--- src/rtl/nbin_decoder_scan_pkg.sv ---
// Shared definitions for the LED-bank decoder: operating modes and helpers.
package nbin_decoder_scan_pkg;

  typedef enum logic [1:0] {
    MODE_DIRECT    = 2'b00,
    MODE_SCAN_UP   = 2'b01,
    MODE_SCAN_DOWN = 2'b10,
    MODE_HOLD      = 2'b11
  } mode_e;

  function automatic logic is_scan(input logic [1:0] m);
    return (m == MODE_SCAN_UP) || (m == MODE_SCAN_DOWN);
  endfunction

endpackage

--- src/rtl/nbin_decoder_scan_if.sv ---
// Control/status bundle between switch logic (master) and the decoder (slave).
interface nbin_decoder_scan_if #(
  parameter int SEL_W = 4
);
  localparam int OUT_W = 1 << SEL_W;

  logic             en;
  logic [1:0]       mode;
  logic             load;
  logic [SEL_W-1:0] a;
  logic [OUT_W-1:0] led;
  logic [SEL_W-1:0] pos;
  logic             wrap;

  modport master (output en, mode, load, a, input led, pos, wrap);
  modport slave  (input en, mode, load, a, output led, pos, wrap);
endinterface

--- src/rtl/nbin_decoder_scan_tick_prescaler.sv ---
// Divides enabled clock cycles by DIV; tick is high on the last count of each period.
module tick_prescaler #(
  parameter int DIV = 4
) (
  input  logic clk,
  input  logic rst,
  input  logic en,
  output logic tick
);
  localparam int CW = (DIV > 1) ? $clog2(DIV) : 1;
  localparam logic [CW-1:0] LAST = CW'(DIV - 1);

  logic [CW-1:0] cnt_reg;

  assign tick = en & (cnt_reg == LAST);

  always_ff @(posedge clk or posedge rst) begin
    if (rst) begin
      cnt_reg <= '0;
    end else if (en) begin
      cnt_reg <= (cnt_reg == LAST) ? '0 : cnt_reg + 1'b1;
    end
  end
endmodule

--- src/rtl/nbin_decoder_scan.sv ---
// Registered one-hot LED decoder with direct, scan up/down, load and hold modes.
// Build option DECODER_BOUNCE_EN: scans reverse at the end points instead of wrapping.
module nbin_decoder_scan
  import nbin_decoder_scan_pkg::*;
#(
  parameter int SEL_W    = 4,
  parameter int TICK_DIV = 4
) (
  input logic                 clk,
  input logic                 rst,
  nbin_decoder_scan_if.slave  bus
);
  localparam int OUT_W = 1 << SEL_W;
  localparam logic [SEL_W-1:0] POS_MAX = SEL_W'(OUT_W - 1);

  logic             tick;
  logic [SEL_W-1:0] pos_reg, pos_next;
  logic [OUT_W-1:0] led_reg, led_next;
  logic             wrap_reg, wrap_next;
  logic             dir_up_reg, dir_up_next;
  logic             dir_up_eff;
  logic             dir_load;

  tick_prescaler #(.DIV(TICK_DIV)) u_prescaler (
    .clk  (clk),
    .rst  (rst),
    .en   (bus.en),
    .tick (tick)
  );

`ifdef DECODER_BOUNCE_EN
  // Direction only follows mode on entry, so a reversal survives the rest of the scan.
  logic [1:0] mode_prev_reg;

  always_ff @(posedge clk or posedge rst) begin
    if (rst) begin
      mode_prev_reg <= MODE_DIRECT;
    end else begin
      mode_prev_reg <= bus.mode;
    end
  end

  assign dir_load = is_scan(bus.mode) && (bus.mode != mode_prev_reg);
`else
  assign dir_load = is_scan(bus.mode);
`endif

  assign dir_up_eff = dir_load ? (bus.mode == MODE_SCAN_UP) : dir_up_reg;

  always_comb begin
    pos_next    = pos_reg;
    wrap_next   = 1'b0;
    dir_up_next = dir_up_eff;
    if (bus.en) begin
      if (bus.mode == MODE_DIRECT) begin
        pos_next = bus.a;
      end else if (bus.load) begin
        pos_next = bus.a;
      end else if ((bus.mode != MODE_HOLD) && tick) begin
        if (dir_up_eff) begin
          if (pos_reg == POS_MAX) begin
            wrap_next = 1'b1;
`ifdef DECODER_BOUNCE_EN
            pos_next    = pos_reg - 1'b1;
            dir_up_next = 1'b0;
`else
            pos_next    = '0;
`endif
          end else begin
            pos_next = pos_reg + 1'b1;
          end
        end else begin
          if (pos_reg == '0) begin
            wrap_next = 1'b1;
`ifdef DECODER_BOUNCE_EN
            pos_next    = pos_reg + 1'b1;
            dir_up_next = 1'b1;
`else
            pos_next    = POS_MAX;
`endif
          end else begin
            pos_next = pos_reg - 1'b1;
          end
        end
      end
    end
  end

  // Decode the next position so led and pos update on the same edge.
  for (genvar gi = 0; gi < OUT_W; gi++) begin : g_dec
    assign led_next[gi] = bus.en & (pos_next == SEL_W'(gi));
  end

  always_ff @(posedge clk or posedge rst) begin
    if (rst) begin
      pos_reg    <= '0;
      led_reg    <= '0;
      wrap_reg   <= 1'b0;
      dir_up_reg <= 1'b1;
    end else begin
      pos_reg    <= pos_next;
      led_reg    <= led_next;
      wrap_reg   <= wrap_next;
      dir_up_reg <= dir_up_next;
    end
  end

  assign bus.pos  = pos_reg;
  assign bus.led  = led_reg;
  assign bus.wrap = wrap_reg;
endmodule
--- src/flat_wrapper.sv ---
// flat-port wrapper written by rule: the top's interface ports become plain ports
module nbin_decoder_scan_flat import nbin_decoder_scan_pkg::*;
#(
  parameter int SEL_W    = 4,
  parameter int TICK_DIV = 4
)
  (clk, rst, bus_en, bus_mode, bus_load, bus_a, bus_led, bus_pos, bus_wrap);
  nbin_decoder_scan_if #(.SEL_W(SEL_W)) bus_i ();
  input logic clk;
  input logic rst;
  input wire logic [$bits(bus_i.en)-1:0] bus_en;
  input wire logic [$bits(bus_i.mode)-1:0] bus_mode;
  input wire logic [$bits(bus_i.load)-1:0] bus_load;
  input wire logic [$bits(bus_i.a)-1:0] bus_a;
  output wire logic [$bits(bus_i.led)-1:0] bus_led;
  output wire logic [$bits(bus_i.pos)-1:0] bus_pos;
  output wire logic [$bits(bus_i.wrap)-1:0] bus_wrap;
  assign bus_i.en = bus_en;
  assign bus_i.mode = bus_mode;
  assign bus_i.load = bus_load;
  assign bus_i.a = bus_a;
  assign bus_led = bus_i.led;
  assign bus_pos = bus_i.pos;
  assign bus_wrap = bus_i.wrap;
  nbin_decoder_scan #(.SEL_W(SEL_W), .TICK_DIV(TICK_DIV)) u_core (.clk(clk), .rst(rst), .bus(bus_i));
endmodule
--- config.mk ---
export PLATFORM = sky130hd
export DESIGN_NAME = nbin_decoder_scan_flat
export DESIGN_NICKNAME = d
export VERILOG_FILES = /design/src/rtl/nbin_decoder_scan_pkg.sv /design/src/rtl/nbin_decoder_scan_if.sv /design/src/rtl/nbin_decoder_scan_tick_prescaler.sv /design/src/rtl/nbin_decoder_scan.sv /design/src/flat_wrapper.sv
export SDC_FILE = /design/constraint.sdc
export NUM_CORES = 1
export LEC_CHECK = 0
export ABC_CLOCK_PERIOD_IN_PS = 2100
export CORE_MARGIN = 1.5
export CORE_UTILIZATION = 30
export DETAILED_ROUTE_END_ITERATION = 8
export GPL_ROUTABILITY_DRIVEN = 0
export SYNTH_ARGS = -nofsm -noshare
export SYNTH_HDL_FRONTEND = slang
export SYNTH_SLANG_ARGS = --single-unit
--- constraint.sdc ---
create_clock -name clk -period 2.1 [get_ports clk]
set_clock_uncertainty 0.15 [all_clocks]
set_input_delay 0.21 -clock clk [delete_from_list [all_inputs] [get_ports clk]]
set_output_delay 0.21 -clock clk [all_outputs]
set_load 0.01 [all_outputs]
Yosys cells after proc, flatten, opt, wreduce, memory -nomap -nowiden:

Index checks and enable logic that the tools add are counted.

* add/subtract/negate cells: 3
* multipliers: 0
* div/mod/pow operators: 0
* $lt $le $gt $ge: 0
* equal/unequal tests: 20
* shifts and indexed selects: 0
* mux-type cells: 16
* bitwise logic cells: 17
* reductions and logical operators: 5

Operator list (count)
* 4-bit == test, second input constant: 9
* 4-bit 2-to-1 mux: 7
* 1-bit AND: 17
* 4-bit by 3-bit == test with 1-bit output, second input constant: 4
* 4-bit by 2-bit == test with 1-bit output, second input constant: 2
* 4-bit logical NOT: 2
* 1-bit 2-to-1 mux: 8
* 4-bit by 1-bit adder with 4-bit output, second input constant: 1
* 2-bit == test, second input constant: 2
* 4-bit by 1-bit == test with 1-bit output, second input constant: 1
* 4-bit by 1-bit subtractor with 4-bit output, second input constant: 1
* 2-bit by 1-bit adder with 2-bit output, second input constant: 1
* 2-bit by 1-bit == test with 1-bit output, second input constant: 1
* 2-bit logical NOT: 1
* 2-bit 2-to-1 mux: 1
* 2-bit != test, second input constant: 1
* 1-bit logical AND: 1
* 1-bit logical OR: 1

* register bits after elaboration: 24
* latch bits: 0
* bits in writable memories: 0
* bits in read-only memories: 0
* output and inout bits: 21
* word-level logic and storage cells: 66
* memories: 0

Longest topological paths before layout:

Gate-level depths: netlist of run 1.

* depth in word-level cells: 10
* gate-level depth with buffers: 9

Modules after synthesis:

Synthesis of run 1 repeated with hierarchy kept, for this count alone.

* cells, all modules: 117
* area, all modules: 1239.9 sq um

By module, submodules not included
* nbin_decoder_scan: times used 1, cells each 109, area each 1139.8 sq um
* tick_prescaler: times used 1, cells each 8, area each 100.1 sq um

Least setup slack after synthesis of run 1:

No wires, ideal clock.

* path type: input -> register
* start: input port bus_mode[1]
* end: register u_core.led_reg[13] (netlist: u_core.bus.led[13])
* setup time: 0.095 ns
* arrival: 1.933 ns
* data required time: 1.855 ns
* path slack: -0.078 ns
* cell stages on the path: 9
* cell sequence: inv_1 > ha_1 > mux2i_2 > inv_2 > nor4b_4 > a211oi_2 > o31a_1 > buf_6 > nor4_4

* cells in the longest elaborated chain, start to end: 10
* elaborated cells on any way between the ends: 14
* classes of those cells: 4 x eq/ne; 6 x mux; 1 x bitwise; 3 x reduce/logical

Ends and longest elaborated chain
* start: declaration: RTL line flat_wrapper.sv:12 `input wire logic [$bits(bus_i.mode)-1:0] bus_mode;`
* 2-bit by 1-bit == test with 1-bit output / 2-bit == test (equally long branches): RTL line nbin_decoder_scan_pkg.sv:12, nbin_decoder_scan.sv:48
* 1-bit logical OR: RTL line nbin_decoder_scan_pkg.sv:12 `return (m == MODE_SCAN_UP) || (m == MODE_SCAN_DOWN);`
* 1-bit 2-to-1 mux *: RTL line nbin_decoder_scan.sv:48 `assign dir_up_eff = dir_load ? (bus.mode == MODE_SCAN_UP) : dir_up_reg;`
* named net u_core.dir_up_eff: RTL line nbin_decoder_scan.sv:21 `logic dir_up_eff;`
* 4-bit 2-to-1 mux *: RTL line nbin_decoder_scan.sv:60 `if (dir_up_eff) begin`
* 4-bit 2-to-1 mux *: RTL line nbin_decoder_scan.sv:59 `end else if ((bus.mode != MODE_HOLD) && tick) begin`
* 4-bit 2-to-1 mux *: RTL line nbin_decoder_scan.sv:57 `end else if (bus.load) begin`
* 4-bit 2-to-1 mux *: RTL line nbin_decoder_scan.sv:55 `if (bus.mode == MODE_DIRECT) begin`
* 4-bit 2-to-1 mux *: RTL line nbin_decoder_scan.sv:54 `if (bus.en) begin`
* 4-bit == test *: RTL line nbin_decoder_scan.sv:91 `assign led_next[gi] = bus.en & (pos_next == SEL_W'(gi));`
* 1-bit AND *: RTL line nbin_decoder_scan.sv:91
* named net u_core.led_next[13]: RTL line nbin_decoder_scan.sv:18 `logic [OUT_W-1:0] led_reg, led_next;`
* end signal: assignment: RTL line nbin_decoder_scan.sv:102 `led_reg <= led_next;`
* end: declaration: RTL line nbin_decoder_scan.sv:18

Mark *: on every way through the listed nets, which the timed path passes. The rest lies on a longest branch.
A chain may end at the register's enable or synchronous reset.

Worst setup path after layout of run 1:

Same ends and word-level chain as after synthesis.

==> results of run 1 <==
-- placed cells by master, fill, tap and decap left out, drive strengths merged, types with 2 or more instances in the layout --
cell type and instances:
o311ai 2, mux2 4, a211oi 2, dfrtp 23, nand4 2, a21oi 4
mux2i 3, nor2b 2, inv 7, nor2 12, a21boi 2, and2 2
clkdlybuf4s50 28, o31a 2, o21ai 4, nand4b 2, nand2 9, nand3 2
nor4 5, o221ai 2, nor3 7, ha 6, clkbuf 4, buf 44
-- cell families after synthesis --
group / count (synthesis)
AOI/OAI and AO/OA: 24
DFF: 24
buffers and inverters: 16
adders and majority gates: 6
muxes: 7
and+or+nand+nor: 49
-- power by group through the flow --
stage,logic [mW],clock network (mW),registers (mW)
after floorplan,0.348,0,0.577
after global placement,0.592,0,0.579
after detailed placement,0.609,0,0.580
after CTS,0.656,0.326,0.571
after global routing,0.812,0.348,0.587
final,0.747,0.315,0.578
-- final timing paths --
kind,depth (start not counted),endpoint,slack [ps]
worst max-delay path,9,u_core.bus.led[13],60
worst min register to register,1,u_core.u_prescaler.cnt_reg[1],370
min in group clk,1,u_core.u_prescaler.cnt_reg[1],370
worst max register to register,6,u_core.bus.led[4],60
max in group asynchronous,3,u_core.dir_up_reg,1380
worst min-delay path,3,u_core.bus.pos[2],130
-- repair_timing --
action,in CTS,in global routing
resized for setup,17,23
setup buffers,6,1
endpoints found under the setup margin,19,15
hold buffers,0,0
gates cloned,1,1
pin swaps,6,5
-- through the flow --
step           cell area (µm²)  setup WS (ps)
2_1_floorplan             1370           23.4
3_3_place_gp              1940           -599
3_5_place_dp              1940           -658
4_1_cts                   2060           13.8
5_1_grt                   2180          -27.9
6_report                  2180           62.7
-- critical path: stages --
cell	delay (ps)
buf_2	100
inv_2	50
ha_4	270
mux2i_4	240
inv_2	90
nor4b_4	340
a211oi_4	110
o31a_4	400
nor4_4	270
-- layer usage --
metal	part of all wire	track usage	up-vias
met5	0	0	-
met4	0.010	0.0363	0
met3	0.052	0.0418	7
met2	0.48	0.249	34
met1	0.46	0.204	587
li1	-	-	596
-- cell type report --
cell class	count	area, µm²
clock buffers	4	55.1
repair buffers	72	613
well taps	52	65.1
flip-flops and latches	24	606
inverters	8	31.3
fillers	413	2140
multi-input cells	88	811
==> results.txt, run 1 <==
Status -> complete, no violations
Cell variety after synth -> 47
Post-Synth XOR/XNOR Area -> 0
Clk pwr share -> 0.192
Largest register FFs -> 16
Die Area -> 4900 µm²
Num Clock Sinks -> 24
Sw power -> 0.556 mW
Register area share after synthesis -> 0.447
Worst EP required -> 2130 ps
Simple-Gate Fraction of Synth Area -> 0.232
Vias per Instance -> 4.94
Share of layout cells above drive strength 1 -> 0.454
Fin crit share -> 0.970
Ys flop type -> dfrtp_1
Arrival time at the worst endpoint -> 2070 ps
Final Non-Filler Cells -> 248
Largest family of logic cells by synthesized area -> simple AND/OR/NAND/NOR gates
Routed len/inst -> 15.2 µm
DR iter-0 viols -> 50
CP Launch Type -> input pin
Syn Inst Count -> 126
GRT overflow -> 0
Commonest cells post-synth -> 23 x dfrtp_1, 12 x nor2_1, 9 x nand2_1
Die Width -> 70.0 µm
Worst Max-Slew Pin Slew -> 538 ps
Core outline area -> 4320 µm²
Final WL -> 3760 µm
Slew Limit Fails -> 0
Post-route ant nets -> 0
Die Y -> 70.0 µm
Synth Area in Compound Gates -> 0.139
Hold slack -> 130 ps
Post-synth top area share -> 0.428
Initial antenna violation count -> 0
Initial Util -> 0.311
Mapped Area -> 1350 µm²
First-pass GRT wire length -> 6010 µm
RSZ-0062 raised after global routing -> true
Cell Count Post-Placement -> 235
Site Rows -> 24
EDFF count, synth -> 0
Hold Crit Class -> input pin to async pin
Comb power frac -> 0.456
Util after Layout -> 0.504
Clock Pin Slew Worst Setup and Hold Paths -> 80 ps
Top Ports -> 31
Count leader, synth -> dfrtp_1
Nets -> 213
Worst VDD drop -> 529 µV
Internal -> 1.08 mW
Multiplexer share of the synthesized area -> 0.0586
# DRC -> 0
Setup TNS -> 0 ps
Avg Cell Area, Syn -> 10.7 µm²
CTS tree -> built
Vias in the first global route -> 1,255
Async SR Flop Fraction -> 1.00
Ys Warns -> 0
# diodes -> 0
Max-cap violation count -> 0
Crit Path Category -> input pin to flop
Power Density -> 752 nW/µm²
Slew headroom -> 0.641
Skew-Pair Late Insertion Delay -> 270 ps
Final total power -> 1.64 mW
Area leader, netlist -> dfrtp_1
Final setup violating endpoints -> 0
LEAKAGE -> 0.922 nW
Crit. End Element -> flop
Min Clock Period, post-route -> 2040 ps
Area Growth Syn to Fin -> 62.0%
Synth Register Bits -> 24
Port buffer count -> 30
Clk root buf -> clkbuf_8
Reg power frac -> 0.352
Routed via count -> 1,224
Clk buf depth -> 2
Post-Synth Adder-Cell Area -> 0.0558
Crit path from -> bus_mode[1]
Largest cells by area after synthesis -> dfrtp_1 43%, ha_1 5.6%, nor4_2 3.7%, mux2_2 3.3%, nor2_1 3.3%
H-tree levels -> 1
Largest net degree at the start of global routing -> 25
Drt first pass iters -> 4
F_max -> 0.491 GHz
Switching Share -> 0.339
GRT Util Overall -> 0.153
Mapped Nets -> 142
Final hold violations -> 0
CTS buffer count -> 3
Hpwl dp -> 2620 µm
Reg-to-reg startpoint -> u_core.bus.pos[1]
Top fanout value on the critical path -> 5
(Power assumes the default switching activity.)
==> run 2: changes to the inputs <==
- CORE_UTILIZATION: 30 -> 44
- PLACE_DENSITY: unset -> 0.74
==> results.txt, run 2 (synthesized netlist as in run 1, its figures left out) <==
LEAKAGE -> 0.948 nW (was 0.922 nW)
Reg-to-reg startpoint -> u_core.dir_up_reg (was u_core.bus.pos[1])
Final Cell Area -> 2230 µm² (was 2180 µm²)
Slowest stage delay, CP -> 570 ps (was 400 ps)
GRT overflow -> 0 (unchanged)
Crit. End Element -> flop (unchanged)
Largest register FFs -> 16 (unchanged)
Vias per Instance -> 5.77 (was 4.94)
Worst EP required -> 2190 ps (was 2130 ps)
Power Density -> 779 nW/µm² (was 752 nW/µm²)
F_max -> 0.470 GHz (was 0.491 GHz)
Largest net degree at the start of global routing -> 15 (was 25)
# diodes -> 0 (unchanged)
Initial antenna violation count -> 0 (unchanged)
Core outline area -> 2830 µm² (was 4320 µm²)
Util after Layout -> 0.789 (was 0.504)
Area Growth Syn to Fin -> 65.7% (was 62.0%)
Die Area -> 3400 µm² (was 4900 µm²)
Crit path from -> u_core.dir_up_reg (was bus_mode[1])
Fin worst setup slack -> -26.6 ps (was 62.7 ps)
Slew headroom -> 0.625 (was 0.641)
Min Clock Period, post-route -> 2130 ps (was 2040 ps)
Most frequent CP cell -> buf_4 (was inv_2)
Routed via count -> 1,326 (was 1,224)
Port buffer count -> 30 (unchanged)
Hold Crit Class -> input pin to async pin (unchanged)
WP buf/inv -> 3 (unchanged)
Most frequent cells in the layout -> 43 x buf_4, 28 x clkdlybuf4s50_1, 19 x dfrtp_1 (was 40 x buf_4, 28 x clkdlybuf4s50_1, 20 x dfrtp_1)
Worst path top cell family by delay -> flip-flops (was simple AND/OR/NAND/NOR gates)
Pre-CTS WS -> -627 ps (was -658 ps)
Site Rows -> 19 (was 24)
Top Ports -> 31 (unchanged)
Clk buf depth -> 2 (unchanged)
# DRC -> 0 (unchanged)
Crit-path cells -> mux2i_4 > inv_2 > nand4_1 > a211oi_4 > buf_4 > o31ai_2 > buf_4 > nor4_2 (was buf_2 > inv_2 > ha_4 > mux2i_4 > inv_2 > nor4b_4 > a211oi_4 > o31a_4 > nor4_4)
Max-cap violation count -> 0 (unchanged)
Cell Count Post-Placement -> 211 (was 235)
Clk root buf -> clkbuf_4 (was clkbuf_8)
GRT Util Overall -> 0.216 (was 0.153)
Status -> finished, violations left (was complete, no violations)
R2r worst-path depth -> 8 (was 6)
CTS tree -> built (unchanged)
First-pass GRT wire length -> 5610 µm (was 6010 µm)
Final WL -> 4030 µm (was 3760 µm)
H-tree levels -> 1 (unchanged)
Num Clock Sinks -> 24 (unchanged)
Hpwl dp -> 2610 µm (was 2620 µm)
Final hold violations -> 0 (unchanged)
Slowest stage cell, crit path -> dfstp_2 (was o31a_4)
Die Y -> 58.3 µm (was 70.0 µm)
Nets -> 216 (was 213)
Worst VDD drop -> 461 µV (was 529 µV)
Die Width -> 58.3 µm (was 70.0 µm)
Skew-Pair Late Insertion Delay -> 330 ps (was 270 ps)
Post-route ant nets -> 0 (unchanged)
Vias in the first global route -> 1,266 (was 1,255)
Share of layout cells above drive strength 1 -> 0.497 (was 0.454)
CP Launch Type -> flop (was input pin)
DR iter-0 viols -> 33 (was 50)
Top fanout value on the critical path -> 5 (unchanged)
Slew Limit Fails -> 0 (unchanged)
Drt first pass iters -> 4 (unchanged)
Fin crit share -> 1.01 (was 0.970)
Hold slack -> 59.9 ps (was 130 ps)
Clock Pin Slew Worst Setup and Hold Paths -> 140 ps (was 80 ps)
RSZ-0062 raised after global routing -> true (unchanged)
Initial Util -> 0.476 (was 0.311)
Most common cell after layout, fill and taps aside -> buf_4 (unchanged)
Routed len/inst -> 17.5 µm (was 15.2 µm)
Worst Max-Slew Pin Slew -> 557 ps (was 538 ps)
CTS buffer count -> 3 (unchanged)
Crit Path Category -> flop to flop (was input pin to flop)
Area after DPL -> 1890 µm² (was 1940 µm²)
Final Non-Filler Cells -> 230 (was 248)
Worst r2r dst -> u_core.bus.led[4] (unchanged)
Filler cell count -> 158 (was 413)
Violations in the final reports -> setup timing
Final setup violating endpoints -> 3 (was 0)
Arrival time at the worst endpoint -> 2210 ps (was 2070 ps)
Worst reg-to-reg setup slack -> -30 ps (was 60 ps)
[run 2: cell count changes in the layout (fill, tap and decap cells not counted), moves of 2 or more]
cell / previous run / this run
nor3_1: 4 / 2
clkbuf_8: 4 / 0
clkbuf_4: 0 / 3
nand2_1: 8 / 6
buf_2: 2 / 0
buf_4: 40 / 43
nor2b_2: 0 / 2
[run 2: how the worst max path moves through the flow]
| stage | end | slack (ps) | cells after the start |
|---|---|---|---|
| finish | u_core.bus.led[4] | -30 | 8 |
| global placement | u_core.bus.led[13] | -540 | 9 |
| detailed placement | u_core.bus.led[13] | -630 | 9 |
| floorplan | u_core.bus.led[13] | 20 | 9 |
| CTS | u_core.bus.led[11] | -5 | 7 |
| global route | u_core.bus.led[3] | -70 | 6 |
[run 2: metrics by stage]
stage	TNS [ps]	total power [mW]
floorplan	0	0.926
global placement	-9100	1.14
detailed placement	-10480	1.16
CTS	-6.30	1.52
global route	-464	1.82
finish	-40.1	1.74
[run 2: layout make-up]
| class | instances | area, µm² | area share |
|---|---|---|---|
| Timing Repair Buffer | 75 | 644 | 0.289 |
| Clock buffer | 3 | 22.5 | 0.0101 |
| Clock inverter | 1 | 30.0 | 0.0135 |
| Inverter | 8 | 35.0 | 0.0157 |
| Multi-Input combinational cell | 88 | 853 | 0.383 |
| Sequential cell | 24 | 607 | 0.272 |
| Tap cell | 31 | 38.8 | 0.0174 |
[run 2: metal layers]
metal	share of wire	track usage	vias to the layer above
met5	0	0	-
met4	0.025	0.0997	0
met3	0.038	0.0330	10
met2	0.54	0.387	44
met1	0.40	0.254	664
li1	-	-	608
[run 2: what timing repair did]
action                     CTS  global route
setup endpoints to repair   19            17
hold buffers                 0             0
pin swaps                    5            14
gates cloned                 1             1
resized for setup           12            36
buffers inserted             2            11
[run 2: report_power, final]
part,switching (mW),total [mW],internal (mW)
sequential,0.0769,0.600,0.523
clock,0.149,0.342,0.193
combinational,0.380,0.798,0.418
total,0.605,1.74,1.13
==> run 3: changes to the inputs <==
- CORE_MARGIN: 1.5 -> 4
==> results.txt, run 3 (synthesized netlist as in run 1, its figures left out) <==
Status -> finished, violations left (unchanged)
Violations in the final reports -> setup timing (unchanged)
Largest register FFs -> 16 (unchanged)
LEAKAGE -> 0.964 nW (was 0.948 nW)
Drt first pass iters -> 4 (unchanged)
Final Non-Filler Cells -> 231 (was 230)
Reg-to-reg startpoint -> u_core.bus.pos[1] (was u_core.dir_up_reg)
Filler cell count -> 170 (was 158)
Area Growth Syn to Fin -> 67.8% (was 65.7%)
Nets -> 217 (was 216)
DR iter-0 viols -> 51 (was 33)
Worst r2r dst -> u_core.bus.led[8] (was u_core.bus.led[4])
# DRC -> 0 (unchanged)
M1 WL -> 1820 µm (was 1600 µm)
Clk buf depth -> 2 (unchanged)
Core outline area -> 2830 µm² (unchanged)
R2r worst-path depth -> 8 (unchanged)
Clk root buf -> clkbuf_4 (unchanged)
Slew headroom -> 0.607 (was 0.625)
Routed via count -> 1,350 (was 1,326)
Final WL -> 4420 µm (was 4030 µm)
Clock Pin Slew Worst Setup and Hold Paths -> 140 ps (about the same)
Pre-CTS WS -> -663 ps (was -627 ps)
Worst VDD drop -> 500 µV (was 461 µV)
GRT Util Overall -> 0.195 (was 0.216)
RSZ-0062 raised after global routing -> true (unchanged)
Cell Count Post-Placement -> 210 (was 211)
Fin worst setup slack -> -42.9 ps (was -26.6 ps)
CP Launch Type -> flop (unchanged)
Skew-Pair Late Insertion Delay -> 310 ps (was 330 ps)
Max-cap violation count -> 0 (unchanged)
Met2 WL -> 2260 µm (was 2170 µm)
Slowest stage delay, CP -> 470 ps (was 570 ps)
Worst reg-to-reg setup slack -> -40 ps (was -30 ps)
Routed len/inst -> 19.1 µm (was 17.5 µm)
Final setup violating endpoints -> 7 (was 3)
CTS buffer count -> 3 (unchanged)
CTS tree -> built (unchanged)
WL met3 -> 177 µm (was 154 µm)
Most common cell after layout, fill and taps aside -> buf_4 (unchanged)
Crit-path cells -> inv_2 > ha_4 > buf_4 > nor4b_4 > a211oi_4 > buf_4 > o31ai_4 > nor2_1 (was mux2i_4 > inv_2 > nand4_1 > a211oi_4 > buf_4 > o31ai_2 > buf_4 > nor4_2)
Top Ports -> 31 (unchanged)
Port buffer count -> 30 (unchanged)
Area occupied by multi-input gates -> 870 µm² (was 853 µm²)
F_max -> 0.467 GHz (was 0.470 GHz)
WP buf/inv -> 3 (unchanged)
# diodes -> 0 (unchanged)
Worst path top cell family by delay -> compound AO/OA/AOI/OAI gates (was flip-flops)
Share of layout cells above drive strength 1 -> 0.530 (was 0.497)
Min Clock Period, post-route -> 2140 ps (was 2130 ps)
Initial antenna violation count -> 0 (unchanged)
Hold slack -> 97.9 ps (was 59.9 ps)
Worst EP required -> 2150 ps (was 2190 ps)
Die Y -> 63.3 µm (was 58.3 µm)
Hold Crit Class -> input pin to async pin (unchanged)
Post-route ant nets -> 0 (unchanged)
Largest net degree at the start of global routing -> 15 (unchanged)
Vias per Instance -> 5.84 (was 5.77)
Slew Limit Fails -> 0 (unchanged)
Top Metal Used -> met4 (unchanged)
Power Density -> 779 nW/µm² (about the same)
# hold bufs at CTS -> 0 (unchanged)
Num Clock Sinks -> 24 (unchanged)
Sequential cell area -> 607 µm² (unchanged)
H-tree levels -> 1 (unchanged)
Arrival time at the worst endpoint -> 2190 ps (was 2210 ps)
Initial Util -> 0.476 (unchanged)
Most frequent cells in the layout -> 44 x buf_4, 28 x clkdlybuf4s50_1, 19 x dfrtp_1 (was 43 x buf_4, 28 x clkdlybuf4s50_1, 19 x dfrtp_1)
First-pass GRT wire length -> 6220 µm (was 5610 µm)
Slowest stage cell, crit path -> dfrtp_2 (was dfstp_2)
Util after Layout -> 0.798 (was 0.789)
Site Rows -> 19 (unchanged)
Hpwl dp -> 2690 µm (was 2610 µm)
Crit. End Element -> flop (unchanged)
GRT overflow -> 0 (unchanged)
Most frequent CP cell -> buf_4 (unchanged)
Die Width -> 63.3 µm (was 58.3 µm)
Die Area -> 4010 µm² (was 3400 µm²)
Fin crit share -> 1.02 (was 1.01)
Worst Max-Slew Pin Slew -> 589 ps (was 557 ps)
Crit Path Category -> flop to flop (unchanged)
Top fanout value on the critical path -> 5 (unchanged)
Setup TNS -> -159 ps (was -40.1 ps)
Final hold violations -> 0 (unchanged)
Vias in the first global route -> 1,336 (was 1,266)
## run 3: worst register-to-register path: cells and delay by family, from the launching register on
family	cells	cell delay, ps
compound gates	2	510
fa+ha+maj	1	150
flops	1	470
buf+inv	3	360
simple gates	2	390
## run 3: timing repair
item	in CTS	in global routing
pin swaps	4	14
gates resized for setup	18	42
cloned	1	0
buffers inserted	4	14
endpoints found under the setup margin	18	17
## run 3: per-layer routing
layer / vias to the layer above / GRT usage
li1: 609 / -
met1: 670 / 0.229
met2: 56 / 0.358
met3: 15 / 0.0266
met4: 0 / 0.0728
met5: - / 0
## run 3: report_power, final
part	internal [mW]	switching (mW)
Clock	0.193	0.145
Combinational	0.425	0.404
Sequential	0.523	0.0698
## run 3: how the worst max path moves through the flow
| stage | from | to | slack [ps] | cells after the start |
|---|---|---|---|---|
| final | u_core.bus.pos[1] | u_core.bus.led[8] | -40 | 8 |
| after global routing | u_core.bus.pos[1] | u_core.bus.led[8] | -120 | 8 |
| after CTS | u_core.bus.pos[0] | u_core.bus.led[8] | 5 | 9 |
| after detailed placement | bus_mode[1] | u_core.bus.led[11] | -660 | 9 |
| after global placement | bus_mode[1] | u_core.bus.led[13] | -540 | 9 |
| after floorplan | bus_mode[1] | u_core.bus.led[13] | 20 | 9 |
## run 3: stage by stage
step           cell area, µm²  total power [mW]
3_5_place_dp             1880              1.17
6_report                 2260              1.76
4_1_cts                  2010              1.54
5_1_grt                  2260              1.83
2_1_floorplan            1370             0.926
3_3_place_gp             1880              1.14
## run 3: layout make-up
cell class	count	area share
Clock buffer	3	0.00997
Clock inverter	1	0.0133
Inverter	8	0.0161
Multi-Input combinational cell	87	0.385
Sequential cell	24	0.269
Tap cell	31	0.0172
Timing Repair Buffer	77	0.290
